[src/rtl/uart_pkg.sv]
// Shared UART constants: default data width and default receive FIFO depth,
// used by uart_rx, the transmit path and uart_rx_fifo so they stay in agreement.
package uart_pkg;

  localparam int unsigned DATA_LENGTH = 8;
  localparam int unsigned FIFO_DEPTH  = 16;

  // Width of an occupancy counter able to hold 0..depth inclusive.
  function automatic int unsigned fifo_level_width(input int unsigned depth);
    return $clog2(depth) + 1;
  endfunction

endpackage : uart_pkg

[src/rtl/uart_fifo_mem.sv]
// Storage array for uart_rx_fifo: one clocked write port, one asynchronous
// read port. Depth must be a power of two and at least 2.
module uart_fifo_mem #(
  parameter int unsigned DataLength = 8,
  parameter int unsigned Depth      = 16
) (
  input  logic                       i_clk,
  input  logic                       i_wr_en,
  input  logic [$clog2(Depth)-1:0]   i_wr_addr,
  input  logic [DataLength-1:0]      i_wr_data,
  input  logic [$clog2(Depth)-1:0]   i_rd_addr,
  output logic [DataLength-1:0]      o_rd_data
);

  logic [DataLength-1:0] mem_q [Depth];

  // Write the addressed entry on an accepted push.
  // NOTE: the array has no reset on purpose; the pointers and count define which
  // entries are meaningful, and leaving it unreset lets it map onto plain RAM.
  always_ff @(posedge i_clk) begin
    if (i_wr_en) begin
      mem_q[i_wr_addr] <= i_wr_data;
    end
  end

  assign o_rd_data = mem_q[i_rd_addr];

endmodule : uart_fifo_mem

[src/rtl/uart_rx_fifo.sv]
// Receive FIFO placed behind uart_rx: first-word-fall-through read side,
// drops pushes while full and records that in a sticky overflow flag.
// Optional feature: define UART_FIFO_LEVEL_EN to add the o_level occupancy port.
module uart_rx_fifo
  import uart_pkg::*;
#(
  parameter int unsigned DataLength = DATA_LENGTH,
  parameter int unsigned Depth      = FIFO_DEPTH
) (
  input  logic                     i_clk,
  input  logic                     i_rst_n,
  input  logic [DataLength-1:0]    i_wr_data,
  input  logic                     i_wr_en,
  output logic                     o_full,
  output logic [DataLength-1:0]    o_rd_data,
  output logic                     o_rd_valid,
  input  logic                     i_rd_ready,
  output logic                     o_overflow
`ifdef UART_FIFO_LEVEL_EN
  ,
  output logic [$clog2(Depth):0]   o_level
`endif
);

  localparam int unsigned PtrW = $clog2(Depth);
  localparam int unsigned CntW = fifo_level_width(Depth);

  logic [PtrW-1:0] wr_ptr_q, wr_ptr_d;
  logic [PtrW-1:0] rd_ptr_q, rd_ptr_d;
  logic [CntW-1:0] count_q, count_d;
  logic            overflow_q, overflow_d;
  logic            push, pop, drop;

  // Status comes straight from the registered count, so a word pushed into an
  // empty FIFO becomes visible (and poppable) one cycle later.
  assign o_full     = (count_q == CntW'(Depth));
  assign o_rd_valid = (count_q != '0);
  assign o_overflow = overflow_q;

  // A push while full is dropped even if a pop frees a slot in the same cycle.
  // Gating with reset keeps the storage untouched during a reset cycle.
  assign push = i_rst_n & i_wr_en & ~o_full;
  assign drop = i_wr_en & o_full;
  assign pop  = o_rd_valid & i_rd_ready;

  // Next-state for pointers, occupancy and the sticky overflow flag.
  // NOTE: every _d gets a default before any branch, so no path can leave it
  // unassigned and infer a latch.
  always_comb begin
    wr_ptr_d   = wr_ptr_q;
    rd_ptr_d   = rd_ptr_q;
    count_d    = count_q;
    overflow_d = overflow_q | drop;

    if (push) begin
      wr_ptr_d = wr_ptr_q + PtrW'(1);
    end
    if (pop) begin
      rd_ptr_d = rd_ptr_q + PtrW'(1);
    end

    case ({push, pop})
      2'b10:   count_d = count_q + CntW'(1);
      2'b01:   count_d = count_q - CntW'(1);
      default: count_d = count_q;
    endcase
  end

  // State registers with synchronous active-low reset; the reset branch wins
  // over any push or pop presented in the same cycle.
  // NOTE: non-blocking assignments so every register samples pre-edge values.
  always_ff @(posedge i_clk) begin
    if (!i_rst_n) begin
      wr_ptr_q   <= '0;
      rd_ptr_q   <= '0;
      count_q    <= '0;
      overflow_q <= 1'b0;
    end else begin
      wr_ptr_q   <= wr_ptr_d;
      rd_ptr_q   <= rd_ptr_d;
      count_q    <= count_d;
      overflow_q <= overflow_d;
    end
  end

  uart_fifo_mem #(
    .DataLength (DataLength),
    .Depth      (Depth)
  ) u_mem (
    .i_clk     (i_clk),
    .i_wr_en   (push),
    .i_wr_addr (wr_ptr_q),
    .i_wr_data (i_wr_data),
    .i_rd_addr (rd_ptr_q),
    .o_rd_data (o_rd_data)
  );

`ifdef UART_FIFO_LEVEL_EN
  assign o_level = count_q;
`endif

endmodule : uart_rx_fifo
[config.mk]
export PLATFORM = sky130hd
export DESIGN_NAME = uart_rx_fifo
export DESIGN_NICKNAME = d
export VERILOG_FILES = /design/src/rtl/uart_pkg.sv /design/src/rtl/uart_fifo_mem.sv /design/src/rtl/uart_rx_fifo.sv
export SDC_FILE = /design/constraint.sdc
export NUM_CORES = 1
export LEC_CHECK = 0
export BUFFER_PORTS_ARGS = -buffer_cell sky130_fd_sc_hd__buf_2
export CAP_MARGIN = 5
export CORE_MARGIN = 4
export CORE_UTILIZATION = 55
export CTS_CLUSTER_SIZE = 40
export DETAILED_ROUTE_END_ITERATION = 10
export PLACE_DENSITY = 0.74
export SYNTH_ARGS = -nofsm -noshare
export SYNTH_HDL_FRONTEND = slang
export SYNTH_SLANG_ARGS = --single-unit
[constraint.sdc]
create_clock -name i_clk -period 5 [get_ports i_clk]
set_input_delay 0.5 -clock i_clk [delete_from_list [all_inputs] [get_ports i_clk]]
set_output_delay 0.5 -clock i_clk [all_outputs]
set_load 0.01 [all_outputs]
## Word level (Yosys, flattened, before mapping)

Memories as Yosys holds them, arrays and structs flattened. A register that Yosys moved wholly into a read port is not among the register bits.
Index checks and enable logic that the tools add are counted.
W data, S select, Z words.

| cells by class | value |
|---|---|
| $add $sub $neg | 4 |
| bitwise operators | 6 |
| multiply operators | 0 |
| mux-type cells | 5 |
| reductions and logical operators | 2 |
| equal/unequal tests | 3 |
| shift-type cells | 0 |
| divide/modulo/power cells | 0 |
| $lt $le $gt $ge | 0 |

Operator list:

| cell | count |
|---|---|
| $pmux W5 S2 | 1 |
| $add A4 B1 Y4 const B | 2 |
| $mux W4 | 2 |
| $add A5 B1 Y5 const B | 1 |
| $eq A5 B5 Y1 const B | 1 |
| $reduce_bool A5 Y1 | 1 |
| $sub A5 B1 Y5 const B | 1 |
| $and A1 B1 Y1 | 4 |
| $eq A2 B1 Y1 const B | 1 |
| $eq A2 B2 Y1 const B | 1 |
| $mux W1 | 2 |
| $reduce_bool A2 Y1 | 1 |
| $not A1 Y1 | 1 |
| $or A1 B1 Y1 | 1 |

| word-level totals | value |
|---|---|
| latch bits | 0 |
| register bits after elaboration | 14 |
| input bits | 12 |
| memory bits (writable) | 128 |
| ROM bits | 0 |
| output and inout port bits | 11 |
| memories | 1 |
| word-level logic and storage cells | 25 |

Memories:

| memory | depth | width | rd ports | clocked after Yosys merged registers in | write ports | line | text |
|---|---|---|---|---|---|---|---|
| u_mem.mem_q | 16 | 8 | 1 | 1 | 1 | uart_fifo_mem.sv:15 | `logic [DataLength-1:0] mem_q [Depth];` |

## Longest topological paths before layout

| logic depth | value |
|---|---|
| depth in word-level cells | 5 |
| depth in mapped cells | 12 |
| gate-level depth less buffers | 10 |

## By module

A second synthesis with hierarchy kept.

| second synthesis, totals | value |
|---|---|
| cell total of the unflattened synthesis | 302 |
| area, all modules | 5,760.5 µm² |

Modules (own cells, without submodules):

| module | sequential area each (µm²) | cells each | area each (µm²) | instances |
|---|---|---|---|---|
| uart_fifo_mem | 3,843.7 | 221 | 4,987.3 | 1 |
| uart_rx_fifo | 280.3 | 81 | 773.2 | 1 |

## Worst setup path before layout

Ideal clock, no wire load.

| timing path | value |
|---|---|
| path type | register to register |
| from | reg count_q[2] |
| to | reg count_q[2] |
| clock period less this slack | 2.600 ns |
| required time | 4.930 ns |
| slack | 2.400 ns |
| stages on the path, launching flop included | 12 |
| setup time | 0.070 ns |
| buffers on the path | 2 |
| arrival time | 2.531 ns |
| cell sequence | dfxtp_1 > buf_2 > nor4_2 > a21boi_1 > ha_1 > buf_2 > xor2_1 > ha_1 > a31oi_1 > xor2_1 > or3_1 > a21oi_1 |

| between the ends | value |
|---|---|
| elaborated cells on any way between the ends | 11 |
| classes of those cells | 2 x add/sub; 3 x eq/ne; 1 x mux; 3 x bitwise; 2 x reduce/logical |

RTL lines:

| item | line | text |
|---|---|---|
| start: declaration | uart_rx_fifo.sv:30 | `logic [CntW-1:0] count_q, count_d;` |
| start signal: assignment | uart_rx_fifo.sv:81 | `count_q <= count_d;` |
| $reduce_bool A5 Y1 (*) | uart_rx_fifo.sv:37 | `assign o_rd_valid = (count_q != '0);` |
| $and A1 B1 Y1 (*) | uart_rx_fifo.sv:44 | `assign pop = o_rd_valid & i_rd_ready;` |
| net pop | uart_rx_fifo.sv:32 | `logic push, pop, drop;` |
| $eq A2 B1 Y1 / $eq A2 B2 Y1 (equally long branches) | uart_rx_fifo.sv:62 | `case ({push, pop})` |
| $pmux W5 S2 / $reduce_bool A2 Y1 (equally long branches) | n/a |  |

The timed path passes the listed nets; every way through them passes the cells marked *.
A chain may end at the register's enable or synchronous reset.

==> results by group <==
Yosys
  • Xor/xnor share of the synthesized area: 0.0118
  • Synth Cell Area: approximately 5900 um^2
  • Top_reg_cell synth: edfxtp_1
  • Synth warnings: 0
  • Syn avg cell area: 19.4 um^2
  • Sequential element share of the synthesized area: 0.709
  • Gate Count Post-Synth: 306
  • Post-synth EDFFs: around 130
  • FF+latch count, synth: 146
  • Post-synthesis mux area share: 0.170
  • Distinct cells, synth: 41
  • Post-synthesis async set-or-reset flop share: 0
  • Syn_nets: 325
  • Adder-Cell Fraction of Synth Area: 0.0148
  • Main combinational cell family by area after synthesis: multiplexers
  • Synth Area in Compound Gates: 0.0234
  • Simple-gate share of the synthesized area: 0.0496

Worst setup path
  • Buffers and inverters on the worst path: 1
  • WS Path Type: reg -> out
  • R2R cell count: 9
  • CP required: 4500 ps
  • Setup crit start kind: flip-flop
  • CP top delay family: multiplexers
  • Arrival @ worst endpoint: ~2900 ps
  • Worst setup EP type: output pin
  • Crit path max-delay cell type: dfxtp_2
  • CP max stage delay: 1010 ps
  • Crit-path max FO: 32
  • Levels on crit path: 3
  • Critical Path, Cell by Cell: mux4_1, mux4_2, buf_2

Timing
  • RSZ-0062 raised after global routing: false
  • Relative slew slack: 0.222
  • Clk_skew: between 10 and 15 ps
  • Setup TNS: 0 ps
  • Max-slew violations: 0
  • Final worst-path cycle share: 0.675
  • Min cycle time layout: 3370 ps
  • Fmax achieved: 0.296 GHz
  • Worst Tran Pin Value: approximately 1200 ps
  • WHS: 273 ps
  • Setup-failing EPs final: 0
  • Endpoints failing hold: 0

Routing
  • DR iter-0 viols: 253
  • DRT Pass-1 Iters: 6
  • DRC viols: 0
  • Final WL: 11.4 mm
  • Total number of vias: 2984
  • Drt via density: 6.14
  • Antenna Nets Post-Route: 0
  • Drt wl/cell: ~23 um

Die
  • Die Height: around 110 um
  • I/O pin cnt: 23
  • DIE AREA: 12500 um^2
  • Die width: 112 um
  • Cell row count: 37
  • Initial Util: 0.570
  • Core area: about 10000 um^2

Final layout
  • Layout area overhead: 13.8%
  • Nets@finish: 356
  • Layout cell share with drive strength beyond 1: 0.220
  • Util after Layout: 0.648
  • # diodes: 0

GRT
  • Vias in the first global route: 3115
  • Initial antenna violation count: 0
  • Largest net degree at the start of global routing: 33
  • Gr ovfl total: 0
  • First-pass GRT wire length: 17.7 mm
  • Gr usage total: 0.194

Place
  • RePlAce Congestion: 0.742
  • Detailed Place HPWL: 6.63 mm
  • Port bufs: 22

Hold path
  • Hold Path Stages: 3
  • Hold Crit Class: in -> reg

CTS
  • Setup bufs post-CTS: 0
  • Num CTS Buffers: 17
  • CTS tree: yes
  • Root Driver: clkbuf_8
  • Clock slew at reported path FFs: 60 ps
  • Resized cells post-CTS: 0
  • Cts hold-fix bufs: 0
  • Max clock buf depth: 2
  • Sink Count: 146
  • Clk_lat worst skew: 520 ps
  • H-tree level count: 4

Pwr
  • Tot Pwr: 3280 uW
  • Max IR drop VDD: between 0.2 and 0.3 mV
  • Leak: 0.00226 uW
  • P per Cell Area: 487 nW/um^2

Status
  • Status: finished clean

Flow run
  • Max_cap viols: 0
-- cell usage in the layout (no fill, tap or decap), drive strengths merged, types with 3 or more instances in the layout --
cell type and n:
edfxtp 128, mux4 40, buf 27, nor2 26, dfxtp 18, clkbuf 18, nand2 15, inv 8
ha 7, xor2 6, nor3 6, a21oi 6, clkinv 5, bufinv 4, nand3 3, clkinvlp 3
-- sequential cells by signal, summed over array words and instances (netlist names), named ones only --
register	flops
count_q	5
o_overflow	1
rd_ptr_q	4
u_mem.mem_q	128
wr_ptr_q	4
-- power breakdown --
group          switching, uW  internal (uW)  total [uW]
clock                    475            808        1280
sequential               102           1370        1470
combinational            234            294         527
total                    811           2470        3280
-- through the flow --
stage	cells	worst slack, ps	cell area [um^2]
6_report	486	1630	6750
5_1_grt	486	1460	6750
4_1_cts	486	1560	6750
3_5_place_dp	454	2070	6150
3_3_place_gp	454	2120	6150
2_1_floorplan	306	2400	5930
-- kinds of logic after synthesis --
| family | after synthesis |
|---|---|
| buffers and inverters | 21 |
| XOR/XNOR | 8 |
| AND/OR/NAND/NOR | 62 |
| AO/OA/AOI/OAI | 20 |
| flip-flops | 146 |
| adder cells (fa/ha/maj) | 7 |
| multiplexers | 42 |
-- worst register-to-register path, stage by stage (launching register included) --
cell and delay (ps):
dfxtp_1 500, nor4_2 130, a21boi_1 460, ha_1 540, xor2_1 130, ha_1 210, a31oi_1 330, xor2_1 130
or3_1 320, a21oi_1 140
-- worst paths after layout --
kind	from	endpoint	slack [ps]
hold / removal	i_wr_en	o_overflow	270
setup reg to reg	count_q[2]	count_q[2]	2040
hold reg to reg	o_overflow	o_overflow	480
setup / recovery	flip-flop	o_rd_data[7]	1630
-- cell usage after synthesis, drive strengths merged, types with 2 or more instances --
cell,n,area (um^2)
edfxtp,128,3840
mux4,40,991
nor2,26,97.6
dfxtp,18,360
nand2,15,56.3
buf,10,86.3
ha,7,87.6
a21oi,6,33.8
inv,6,22.5
nor3,6,30.0
xor2,6,52.6
clkbuf,5,18.8
nand3,3,15.0
a211oi,2,15.0
a21o,2,15.0
mux2i,2,20.0
nand2b,2,12.5
o21ai,2,10.0
o221ai,2,17.5
or3,2,12.5
or4,2,15.0
xnor2,2,17.5
-- routing by layer --
metal	wire [um]	track usage
met1	4770	0.253
met3	698	0.0609
met2	5710	0.309
met5	0	0
met4	235	0.0762
-- final cells by class --
class / count / area (um^2)
Clock inverter: 14 / 186
Inverter: 6 / 22.5
Multi-Input combinational cell: 139 / 1600
Clock buffer: 18 / 418
Tap cell: 136 / 170
Fill cell: 703 / 3660
Timing Repair Buffer: 27 / 148
Sequential cell: 146 / 4210
Power figures use the tool's default switching activity.
